**src/rtl/timer_periph_pkg.sv**
```systemverilog
//------------------------------------------------------------------------------
// Module   : timer_periph_pkg
// Brief    : Register offsets, TCON bit layout and decode helper for timer_periph
// Revision : 1.0
//------------------------------------------------------------------------------
`default_nettype none

package timer_periph_pkg;

   localparam logic [31:0] c_th_off    = 32'h0000_0000;
   localparam logic [31:0] c_tl_off    = 32'h0000_0004;
   localparam logic [31:0] c_tcon_off  = 32'h0000_0008;

   localparam int          c_tcon_en   = 0;
   localparam int          c_tcon_ie   = 1;
   localparam int          c_tcon_is   = 2;
   localparam int          c_ovc_lsb   = 8;
   localparam int          c_ovc_msb   = 15;
   localparam logic [7:0]  c_ovc_max   = 8'hFF;

   localparam int          c_presc_w   = 16;

   typedef enum logic [1:0] {
      REG_NONE = 2'd0,
      REG_TH   = 2'd1,
      REG_TL   = 2'd2,
      REG_TCON = 2'd3
   } reg_sel_e;

   function automatic reg_sel_e decode_addr(input logic [31:0] addr,
                                            input logic [31:0] base);
      if (addr == base + c_th_off)        return REG_TH;
      else if (addr == base + c_tl_off)   return REG_TL;
      else if (addr == base + c_tcon_off) return REG_TCON;
      else                                return REG_NONE;
   endfunction

endpackage

`default_nettype wire

```
**src/rtl/timer_prescaler.sv**
```systemverilog
//------------------------------------------------------------------------------
// Module   : timer_prescaler
// Brief    : Divides clk by PRESCALE, emitting a one-cycle tick per period
// Revision : 1.0
//------------------------------------------------------------------------------
`default_nettype none

module timer_prescaler
   import timer_periph_pkg::*;
#(
   parameter int PRESCALE = 1
) (
   input  logic clk,
   input  logic reset,
   input  logic en,
   input  logic clr,
   output logic tick
);

   localparam logic [c_presc_w-1:0] c_last = c_presc_w'(PRESCALE - 1);

   logic [c_presc_w-1:0] r_cnt;
   logic                 w_last;

   assign w_last = (r_cnt == c_last);

   always_ff @(posedge clk or negedge reset) begin
      if (!reset) begin
         r_cnt <= '0;
      end else if (clr || !en || w_last) begin
         r_cnt <= '0;
      end else begin
         r_cnt <= r_cnt + 1'b1;
      end
   end

   // Combinational so the parent can arbitrate a tick against a same-cycle write
   assign tick = en & w_last;

endmodule

`default_nettype wire

```
**src/rtl/timer_periph.sv**
```systemverilog
//------------------------------------------------------------------------------
// Module   : timer_periph
// Brief    : Memory-mapped reload timer (TH/TL/TCON) with overflow interrupt
// Revision : 1.0
//------------------------------------------------------------------------------
`default_nettype none

module timer_periph
   import timer_periph_pkg::*;
#(
   parameter int          PRESCALE  = 1,
   parameter logic [31:0] BASE_ADDR = 32'h4000_0000
) (
   input  logic        clk,
   input  logic        reset,
   input  logic        ex_wr,
   input  logic        ex_rd,
   input  logic [31:0] Address,
   input  logic [31:0] Write_data,
   output logic [31:0] Read_data,
   output logic        irq
);

   logic [31:0] r_th;
   logic [31:0] r_tl;
   logic        r_en;
   logic        r_ie;
   logic        r_is;
   logic [7:0]  r_ovc;

   reg_sel_e    w_sel;
   logic        w_wr_th;
   logic        w_wr_tl;
   logic        w_wr_tcon;
   logic        w_is_clr;
   logic        w_tick;
   logic        w_tick_eff;
   logic        w_ovf;
   logic [31:0] w_tcon;

   assign w_sel     = decode_addr(Address, BASE_ADDR);
   assign w_wr_th   = ex_wr && (w_sel == REG_TH);
   assign w_wr_tl   = ex_wr && (w_sel == REG_TL);
   assign w_wr_tcon = ex_wr && (w_sel == REG_TCON);
   assign w_is_clr  = w_wr_tcon && Write_data[c_tcon_is];

   timer_prescaler #(
      .PRESCALE (PRESCALE)
   ) u_presc (
      .clk   (clk),
      .reset (reset),
      .en    (r_en),
      .clr   (w_wr_tl | w_wr_tcon),
      .tick  (w_tick)
   );

   // A TL write or a TCON write that disables the timer swallows the tick
   assign w_tick_eff = w_tick && !w_wr_tl && !(w_wr_tcon && !Write_data[c_tcon_en]);
   assign w_ovf      = w_tick_eff && (r_tl == 32'hFFFF_FFFF);

   always_ff @(posedge clk or negedge reset) begin
      if (!reset) begin
         r_th  <= '0;
         r_tl  <= '0;
         r_en  <= 1'b0;
         r_ie  <= 1'b0;
         r_is  <= 1'b0;
         r_ovc <= '0;
      end else begin
         if (w_wr_th) begin
            r_th <= Write_data;
         end

         if (w_wr_tl) begin
            r_tl <= Write_data;
         end else if (w_ovf) begin
            r_tl <= r_th;
         end else if (w_tick_eff) begin
            r_tl <= r_tl + 32'd1;
         end

         if (w_wr_tcon) begin
            r_en <= Write_data[c_tcon_en];
            r_ie <= Write_data[c_tcon_ie];
         end

         // Overflow beats a same-cycle clear; the clear then restarts OVC at 1
         if (w_ovf) begin
            r_is <= 1'b1;
            if (w_is_clr) begin
               r_ovc <= 8'd1;
            end else if (r_ovc != c_ovc_max) begin
               r_ovc <= r_ovc + 8'd1;
            end
         end else if (w_is_clr) begin
            r_is  <= 1'b0;
            r_ovc <= '0;
         end
      end
   end

   always_comb begin
      w_tcon                        = '0;
      w_tcon[c_tcon_en]             = r_en;
      w_tcon[c_tcon_ie]             = r_ie;
      w_tcon[c_tcon_is]             = r_is;
      w_tcon[c_ovc_msb:c_ovc_lsb]   = r_ovc;
   end

   always_comb begin
      Read_data = '0;
      if (ex_rd) begin
         case (w_sel)
            REG_TH:   Read_data = r_th;
            REG_TL:   Read_data = r_tl;
            REG_TCON: Read_data = w_tcon;
            default:  Read_data = '0;
         endcase
      end
   end

   assign irq = r_ie & r_is;

endmodule

`default_nettype wire

```
**config.mk**
```make
export PLATFORM = sky130hd
export DESIGN_NAME = timer_periph
export DESIGN_NICKNAME = d
export VERILOG_FILES = /design/src/rtl/timer_periph_pkg.sv /design/src/rtl/timer_prescaler.sv /design/src/rtl/timer_periph.sv
export SDC_FILE = /design/constraint.sdc
export NUM_CORES = 1
export LEC_CHECK = 0
export CAP_MARGIN = 10
export CORE_MARGIN = 2
export CORE_UTILIZATION = 54
export DETAILED_ROUTE_END_ITERATION = 7
export PLACE_DENSITY = 0.84
export SETUP_SLACK_MARGIN = 0.2
export SYNTH_ARGS = -nofsm -noshare
export SYNTH_HDL_FRONTEND = slang
export SYNTH_SLANG_ARGS = --single-unit
export TNS_END_PERCENT = 10
```
**constraint.sdc**
```tcl
create_clock -name clk -period 3.9 [get_ports clk]
set_input_delay 0.78 -clock clk [delete_from_list [all_inputs] [get_ports clk]]
set_output_delay 0.78 -clock clk [all_outputs]
set_load 0.03 [all_outputs]
```
* Word level (Yosys, flattened, before mapping)
Index checks and enable logic that the tools add are counted. W data, S select, Z words.
Storage, ports and cells: register bits after elaboration 91, input bits 68, output and inout port bits 33, word-level logic and storage cells 55
Operators by class: add/sub/neg operators 3, eq/ne operators 8, muxes and demuxes 15, bitwise operators 3, reduce and logical (&&, ||, !) cells 19
Operators by type and width (number):
- $mux W32 | 4
- $eq A32 B31 Y1 const B | 3
- $pmux W32 S3 | 1
- $add A32 B1 Y32 const B | 1
- $eq A32 B32 Y1 const B | 1
- $mux W8 | 4
- $add A16 B1 Y16 const B | 1
- $logic_not A16 Y1 | 1
- $mux W16 | 1
- $add A8 B1 Y8 const B | 1
- $logic_and A1 B1 Y1 | 8
- $ne A8 B8 Y1 const B | 1
- $mux W2 | 3
- $eq A2 B2 Y1 const B | 2
- $logic_not A1 Y1 | 4
- $reduce_bool A2 Y1 | 2
- $reduce_bool A3 Y1 | 1
- $and A1 B1 Y1 | 2
- $eq A2 B1 Y1 const B | 1
- $logic_or A1 B1 Y1 | 2
- $mux W1 | 2
- $reduce_and A2 Y1 | 1
- $or A1 B1 Y1 | 1

* Logic depth before layout (Yosys ltp)
Gate-level depths: netlist (run 1).
depth after elaboration 12, depth in mapped cells 10, mapped depth without buffers 8

* Cells and area by module
A second synthesis (run 1) with hierarchy kept.
Unflattened totals: cell total of the unflattened synthesis 601, area total of the unflattened synthesis 5635.4 um2
Modules (own cells, without submodules):
- timer_periph | instances 1, cells each 515, area an instance 4792.1 um2, sequential area each 1876.8 um2
- timer_prescaler | instances 1, cells each 86, area an instance 843.3 um2, sequential area each 400.4 um2

* Worst setup path after synthesis (run 1)
No wires, ideal clock.
path kind input -> output, start point in Address[17], end point out Read_data[16], arrival 2.258 ns, required time 3.120 ns, path slack 0.862 ns, stages 5, buffers on the path 1, cells stage by stage nor4b_1 nand4_1 or3_1 clkbuf_1 nor2_1
Between the ends: longest elaborated chain between the ends 7, elaborated cells on any way between the ends 11, classes of those cells 6 x eq/ne; 5 x mux
RTL lines:
- from (decl) | RTL line timer_periph.sv:18 | input logic [31:0] Address,
- $eq A32 B31 Y1 | RTL line timer_periph_pkg.sv:34 | else if (addr == base + c_tcon_off) return REG_TCON;
- $mux W2 | RTL line timer_periph_pkg.sv:34
- $mux W2 | RTL line timer_periph_pkg.sv:33 | else if (addr == base + c_tl_off) return REG_TL;
- $mux W2 (*) | RTL line timer_periph_pkg.sv:32 | if (addr == base + c_th_off) return REG_TH;
- $eq A2 B2 Y1 / $eq A2 B1 Y1 (equally long branches) | RTL line timer_periph.sv:113 | case (w_sel)
- $pmux W32 S3 (*) | RTL line timer_periph.sv:113
- $mux W32 (*) | RTL line timer_periph.sv:112 | if (ex_rd) begin
- to (decl) | RTL line timer_periph.sv:20 | output logic [31:0] Read_data,
Mark *: on every way between the ends. The rest lies on a longest branch, timed or not.

* Worst setup path after layout (run 1)
start point in Address[27], end point out Read_data[30]
The elaborated chain is that of the path after synthesis.

==> flow_summary.ini, run 1 <==
[status]
status = completed

[global_routing]
grt_overflow = 0
grt_use_total = 0.284
grt_pass1_vias = 5180
grt_max_degree = 78
antenna_found_initial = 0
grt_pass1_wl_um = 25500

[logic_synthesis]
syn_area_per_cell_um2 = 8.92
yosys-top-cells-area = dfrtp_1, mux2i_1, mux2_2
ys_ff_latch = 91
yosysUniqueCellTypes = 51
yosys.area.top_type = dfrtp_1
yosys.area.top_type_share = 0.403
ys_async_sr_fraction = 1.00
synthCells = 634
synth_edf_count = 0
yosysSeqAreaShare = 0.403
yosys_warnings = 0
netlist_area_um2 = 5650
synthesis.nets = 706
synth_ff_type = dfrtp_1

[worst_setup_path]
crit_slowest_cell = clkdlybuf4s50_1
criticalPathCategory = in2out
crit_top_cell = buf_4
worstPathArrival_ns = 2.73
crit_chain = clkdlybuf4s50_1 -> nor4_1 -> nand4_1 -> or3_1 -> buf_4 -> nor2_1 -> buf_4
cp.required_ns = 3.12
critPathTopFamily = simple AND/OR/NAND/NOR gates
cp.depth = 7
cp.buffers_inverters = 3
cp-end-kind = output port
critPathMaxFanout = 21
reg2regPathDepth = 7
startpoint_type = primary input
cpPeakStageDelay_ns = 0.40

[worst_hold_path]
hold_class = reg2reg
holdPathStages = 1

[sta]
fin_crit_sh = 0.899
layout_setup_ws_ns = 0.393
clock_skew_ns = 0.0124
finalMaxSlewViolations = 0
hold_violations = 0
tightestPinTransition_ns = 0.988
finalCriticalPeriod_ns = 3.51
timing.fmax_mhz = 285
relSlewSlack = 0.341
rsz0062_at_grt = no
setup_violations = 0
holdWs_ns = 0.520
setup_tns_ns = 0

[pwr]
p_leak_nw = 3.01
p_per_area_nw_per_um2 = 237
vdd.ir_drop.worst_uv = 134

[placement]
routabilityCongestion = 0.905
hpwl_um = 11200
io_buffer_count = 100
pre_cts_slack_ns = 0.399

[clocking]
h-tree-depth = 3
clk_path_buf_depth = 2
cts_tree = built
cts_root_buf = clkbuf_8
path_clk_slew_ns = 0.08
clock-sinks = 91
clk_latency_ns = 0.37
cts_buffers = 9
cts_hold_buf = 0

[job]
cap_violations = 0

[drt]
ant_nets = 0
vias_per_cell = 6.20
routedWlPerCell_um = 18.0
first_pass_iters = 6
num_vias = 5369
routed_wl_um = 15600
drt-initial-drc-count = 485
drc = 0

[die]
core_um2 = 10200
initial_core_util = 0.553
boundaryPins = 101
die_w_um = 106
die_y_um = 106
fp-row-count = 37
die-area_um2 = 11300

[final_layout]
diodes = 0
layout-drive-gt1-share = 0.152
layout_common_cells = dfrtp_1, nor2_1, clkdlybuf4s50_1, nand2_1, buf_4
nets = 797
layout_commonest_cell = dfrtp_1
area_growth_pct = 22.0
nFillCells = 822
-- metrics by stage --
stage                     total power [W]  instances  instance area, um^2  utilization
after floorplan                  0.000993        634                 5650            -
after global placement            0.00110        850                 6730        0.658
after detailed placement          0.00110        850                 6730        0.658
after CTS                         0.00164        866                 6890        0.673
after global routing              0.00169        866                 6890        0.674
final                             0.00164        866                 6890        0.674
-- cells in the mapped netlist, drive strengths merged, types with 3 or more instances --
cell,number
a211oi,3
a21boi,3
a21oi,38
a2bb2oi,4
a31oi,6
a41o,5
and2,8
and3,21
and4,11
buf,6
clkbuf,31
dfrtp,91
ha,4
inv,12
mux2,36
mux2i,48
nand2,52
nand3,21
nand4,17
nor2,86
nor2b,3
nor3,18
nor3b,4
nor4,17
o21ai,33
or3,4
or4,4
xnor2,10
xor2,13
-- final timing paths --
check / start / to / slack (ns)
worst max-delay path: Address[27] / Read_data[30] / 0.39
worst min-delay path: u_presc.r_cnt[0] / u_presc.r_cnt[0] / 0.52
worst max register to register: r_tl[1] / r_ovc[7] / 0.68
worst min register to register: u_presc.r_cnt[0] / u_presc.r_cnt[0] / 0.52
max in group asynchronous: reset / r_th[8] / 2.61
min in group asynchronous: reset / r_ovc[4] / 0.56
-- sequential cells by signal (all words and copies together) (netlist names) --
name           count
r_ovc              8
r_th              32
r_en               1
r_ie               1
u_presc.r_cnt     16
r_tl              32
r_is               1
-- layout make-up --
cell class / instances / area (um^2) / area share
clock inverters: 6 / 32.5 / 0.00472
multi-input cells: 494 / 3200 / 0.464
well taps: 136 / 170 / 0.0247
inverters: 12 / 45.0 / 0.00653
flip-flops and latches: 91 / 2280 / 0.330
clock buffers: 10 / 128 / 0.0185
repair buffers: 117 / 1040 / 0.151
-- repair_timing --
action                                  4_1_cts  5_1_grt
setup buffers                                 0        0
resized for setup                             0        1
endpoints found under the setup margin        0        1
-- kinds of logic after synthesis --
kind of cell | synth area share
compound gates | 0.120
xor+xnor | 0.0356
fa+ha+maj | 0.00885
buf+inv | 0.0341
flops | 0.403
mux | 0.157
simple gates | 0.241
-- power breakdown --
group	switching (W)	internal, W
Sequential	0.0000000125	0.000943
Clock	0.000330	0.000226
Combinational	0.0000611	0.0000770
-- routing by layer --
metal  up-vias  GRT usage  wire length, um
met5         -          0                0
met4         0     0.0808              237
met3        27     0.0613             1350
met2       263      0.457             7400
met1      2596      0.388             6590
li1       2483          -                -
No activity file was read; power rests on OpenSTA's default activity.
==> run 2, diff against run 1 <==
==> constraint.sdc (replaced) <==
create_clock -name clk -period 3.9 [get_ports clk]
set_input_delay 0.975 -clock clk [delete_from_list [all_inputs] [get_ports clk]]
set_output_delay 0.975 -clock clk [all_outputs]
set_load 0.03 [all_outputs]
==> run 2 against run 1 <==
- clock skew up 0.00080 ns
- first-iteration DRC count up 23%
- clock power up 32%
- critical path depth unchanged
- register-to-register slack worse by 0.07 ns
- sequential share of layout area down 1.7 points
- die area unchanged
- critical path type unchanged
- critical endpoint is now Read_data[26]
==> flow_summary.ini, run 2 (synthesis results as in run 1) <==
[placement]
post_dp_cell_area_um2 = 6750
hpwl_um = 11400
io_buffer_count = 100
routabilityCongestion = 0.923
dp.cells = 851
pre_cts_slack_ns = -0.0593

[global_routing]
antenna_found_initial = 0
grt_pass1_vias = 5401
grt_use_total = 0.297
grt_pass1_wl_um = 26400
grt_overflow = 0
grt_max_degree = 43

[worst_setup_path]
crit_slowest_cell = or3_4
startpoint_type = primary input
rr_endpoint = r_ovc[7]
crit-reg2reg-launch = r_tl[0]
critPathTopFamily = simple AND/OR/NAND/NOR gates
crit_chain = clkdlybuf4s50_1 -> nor4_4 -> nand4_1 -> or3_4 -> clkbuf_16 -> nor2_1 -> buf_4
reg2regPathDepth = 7
cp.buffers_inverters = 3
r2r_slack_ns = 0.61
critPathMaxFanout = 5
cpPeakStageDelay_ns = 0.46
cp.required_ns = 2.92
cp-end-kind = output port
criticalPathCategory = in2out
worstPathArrival_ns = 2.78

[final_layout]
layout-drive-gt1-share = 0.175
reg_top3 = r_th (32), r_tl (32), u_presc.r_cnt (16)
nets = 805
layout_common_cells = dfrtp_1, nor2_1, nand2_1, buf_4, mux2i_1
diodes = 0
layout_commonest_cell = dfrtp_1
final_cells = 874
area_growth_pct = 28.4
stdcell_area_um2 = 7260
nFillCells = 801

[drt]
top_layer_used = met4
num_vias = 5494
drt-initial-drc-count = 595
wl_met2_um = 8180
vias_per_cell = 6.29
routedWlPerCell_um = 19.4
m1WireLength_um = 6810
routed_wl_um = 17000
drc = 0
met3_wirelength_um = 1550
ant_nets = 0
first_pass_iters = 5

[sta]
clock_skew_ns = 0.0132
finalCriticalPeriod_ns = 3.76
relSlewSlack = 0.612
holdWs_ns = 0.521
fin_crit_sh = 0.964
rsz0062_at_grt = yes
layout_setup_ws_ns = 0.142
timing.fmax_mhz = 266
hold_violations = 0
finalMaxSlewViolations = 0
tightestPinTransition_ns = 0.577
setup_violations = 0

[clocking]
clock-sinks = 91
cts_tree = built
h-tree-depth = 3
clk_latency_ns = 0.38
cts_root_buf = clkbuf_8
path_clk_slew_ns = 0.08
cts_buffers = 9
clk_path_buf_depth = 2
cts_hold_buf = 0

[die]
die_y_um = 106
boundaryPins = 101
core_um2 = 10200
fp-row-count = 37
die-area_um2 = 11300
initial_core_util = 0.553
die_w_um = 106

[pwr]
p_leak_nw = 3.37
vdd.ir_drop.worst_uv = 226
p_per_area_nw_per_um2 = 252
power_w = 0.00183

[status]
status = completed

[worst_hold_path]
min_from = u_presc.r_cnt[0]
whs_endpoint = u_presc.r_cnt[0]
holdPathStages = 1
hold_class = reg2reg

[job]
cap_violations = 0
-- run 2: metal layers --
metal	vias up	GRT usage
met1	2640	0.387
met4	0	0.110
met2	311	0.491
met5	-	0
met3	44	0.0589
li1	2499	-
-- run 2: worst max-delay path by stage --
stage                     depth (start not counted)        start  slack (ns)            end
after global routing                              7  Address[19]        0.08  Read_data[26]
after CTS                                         7  Address[28]        0.14   Read_data[5]
final                                             7  Address[19]        0.14  Read_data[26]
after detailed placement                          7  Address[27]       -0.06   Read_data[5]
after global placement                            7  Address[19]        0.07   Read_data[4]
after floorplan                                   5  Address[17]        0.47  Read_data[16]
-- run 2: final cells by class --
cell class | count | area (um^2) | share of cell area
inverters | 12 | 45.0 | 0.00621
multi-input cells | 494 | 3310 | 0.456
repair buffers | 125 | 1230 | 0.170
clock buffers | 12 | 155 | 0.0214
flip-flops and latches | 91 | 2280 | 0.314
well taps | 136 | 170 | 0.0234
clock inverters | 4 | 72.6 | 0.0100
-- run 2: what timing repair did --
action	CTS	global route
gates cloned	0	3
resized for setup	9	39
pin swaps	4	6
setup buffers	3	1
endpoints found under the setup margin	32	32
-- run 2: power breakdown --
| group | internal (W) | switching (W) |
|---|---|---|
| registers | 0.000943 | 0.0000000126 |
| logic | 0.0000775 | 0.0000708 |
| clock network | 0.000395 | 0.000340 |
-- run 2: stage by stage --
| stage | TNS (ns) | util |
|---|---|---|
| floorplan | 0 | - |
| global placement | 0 | 0.660 |
| detailed placement | -0.832 | 0.660 |
| CTS | 0 | 0.690 |
| global route | 0 | 0.709 |
| finish | 0 | 0.709 |
==> run 3, diff against run 2 <==
--- a/config.mk
+++ b/config.mk
@@ -8,6 +8,7 @@
 export CAP_MARGIN = 10
 export CORE_MARGIN = 2
 export CORE_UTILIZATION = 54
+export CTS_BUF_LIST = sky130_fd_sc_hd__clkbuf_8 sky130_fd_sc_hd__clkbuf_16
 export DETAILED_ROUTE_END_ITERATION = 7
 export PLACE_DENSITY = 0.84
 export SETUP_SLACK_MARGIN = 0.2
==> run 3 against run 2 <==
- clock power barely moved
- flip-flop and latch count is the same
- fmax hardly changed
- clock skew grew 0.00059 ns
- hold slack about the same
==> flow_summary.ini, run 3 (synthesis results as in run 1) <==
[status]
status = completed

[sta]
fin_crit_sh = 0.964
timing.fmax_mhz = 266
finalCriticalPeriod_ns = 3.76
rsz0062_at_grt = yes
clock_skew_ns = 0.0138
tightestPinTransition_ns = 0.576
setup_violations = 0
relSlewSlack = 0.616
finalMaxSlewViolations = 0
layout_setup_ws_ns = 0.142
hold_violations = 0

[pwr]
vdd.ir_drop.worst_uv = 226
p_seq_frac = 0.517
p_per_area_nw_per_um2 = 251
p_int_w = 0.00141
swShare = 0.225
p_sw_w = 0.000411
p_clk_frac = 0.402
power_w = 0.00182
combPwrFrac = 0.081
p_leak_nw = 3.37

[final_layout]
layout_commonest_cell = dfrtp_1
nFillCells = 801
layout_common_cells = dfrtp_1, nor2_1, nand2_1, buf_4, mux2i_1
reg_top3 = r_th (32), r_tl (32), u_presc.r_cnt (16)
layout-drive-gt1-share = 0.175
stdcell_area_um2 = 7260
multi_input_area_um2 = 3310
area_growth_pct = 28.4
final_cells = 874
nets = 805
utilization = 0.709
regArea_um2 = 2280
diodes = 0

[worst_setup_path]
worstPathArrival_ns = 2.78
r2r_slack_ns = 0.61
cp.required_ns = 2.92
crit-reg2reg-launch = r_tl[0]
criticalPathCategory = in2out
startpoint_type = primary input
cp-end-kind = output port
crit_start = Address[19]
reg2regPathDepth = 7
critPathMaxFanout = 5
rr_endpoint = r_ovc[7]
crit_end = Read_data[26]

[die]
die_y_um = 106
core_um2 = 10200
die_w_um = 106
fp-row-count = 37
boundaryPins = 101
initial_core_util = 0.553
die-area_um2 = 11300

[placement]
pre_cts_slack_ns = -0.0593
hpwl_um = 11400
routabilityCongestion = 0.923
io_buffer_count = 100
dp.cells = 851
post_dp_cell_area_um2 = 6750

[drt]
first_pass_iters = 5
drc = 0
drt-initial-drc-count = 595
vias_per_cell = 6.28
routed_wl_um = 16900
num_vias = 5491
routedWlPerCell_um = 19.4
ant_nets = 0

[clocking]
clock-sinks = 91
clk_latency_ns = 0.38
cts_root_buf = clkbuf_8
path_clk_slew_ns = 0.08
cts_tree = built
clk_path_buf_depth = 2
cts_buffers = 9
h-tree-depth = 3

[global_routing]
grt_overflow = 0
grt_max_degree = 43
antenna_found_initial = 0
grt_use_total = 0.297
grt_pass1_vias = 5401
grt_pass1_wl_um = 26400

[worst_hold_path]
holdPathStages = 1
hold_class = reg2reg

[job]
cap_violations = 0
==> run 3: changes by cell type in the layout (fill, tap and decap cells not counted), sizes merged <==
cell,previous run,this run
inv,12,13
clkbuf,14,13
==> run 3: critical path: stages <==
cell,delay (ns)
clkdlybuf4s50_1,0.44
nor4_4,0.17
nand4_1,0.21
or3_4,0.46
clkbuf_16,0.19
nor2_1,0.15
buf_4,0.19
==> run 3: metrics by stage <==
step	hold WS, ns	TNS, ns
floorplan	0.461	0
global placement	0.500	0
detailed placement	0.507	-0.832
CTS	0.521	0
global route	0.541	0
finish	0.521	0
==> run 3: how the worst min path moves through the flow <==
stage                          start          endpoint  slack (ns)
floorplan                       r_is              r_is        0.46
global placement                r_is              r_is        0.50
detailed placement              r_is              r_is        0.51
CTS                 u_presc.r_cnt[0]  u_presc.r_cnt[0]        0.52
global route        u_presc.r_cnt[0]  u_presc.r_cnt[0]        0.54
finish              u_presc.r_cnt[0]  u_presc.r_cnt[0]        0.52
==> run 3: layout make-up <==
class,count,share of cell area
Inverter,12,0.00621
Clock inverter,5,0.0105
Timing Repair Buffer,125,0.170
Tap cell,136,0.0234
Clock buffer,11,0.0209
Multi-Input combinational cell,494,0.456
Sequential cell,91,0.314
==> run 3: what timing repair did <==
item                       in CTS  in global routing
pin swaps                       4                  6
hold buffers                    0                  0
gates resized for setup         9                 39
buffers inserted                3                  1
setup endpoints to repair      32                 32
cloned                          0                  3
==> run 3: power by group through the flow <==
stage | combinational, W | sequential, W | clock [W]
floorplan | 0.0000314 | 0.000962 | 0
global placement | 0.000136 | 0.000961 | 0
detailed placement | 0.000139 | 0.000961 | 0
CTS | 0.000146 | 0.000943 | 0.000742
global route | 0.000159 | 0.000943 | 0.000778
finish | 0.000148 | 0.000943 | 0.000732
==> run 3: routing by layer <==
metal / global-route usage / vias to the layer above / share of wire
met2: 0.491 / 302 / 0.48
met1: 0.387 / 2649 / 0.40
met3: 0.0589 / 40 / 0.089
li1: - / 2500 / -
met5: 0 / - / 0
met4: 0.110 / 0 / 0.025
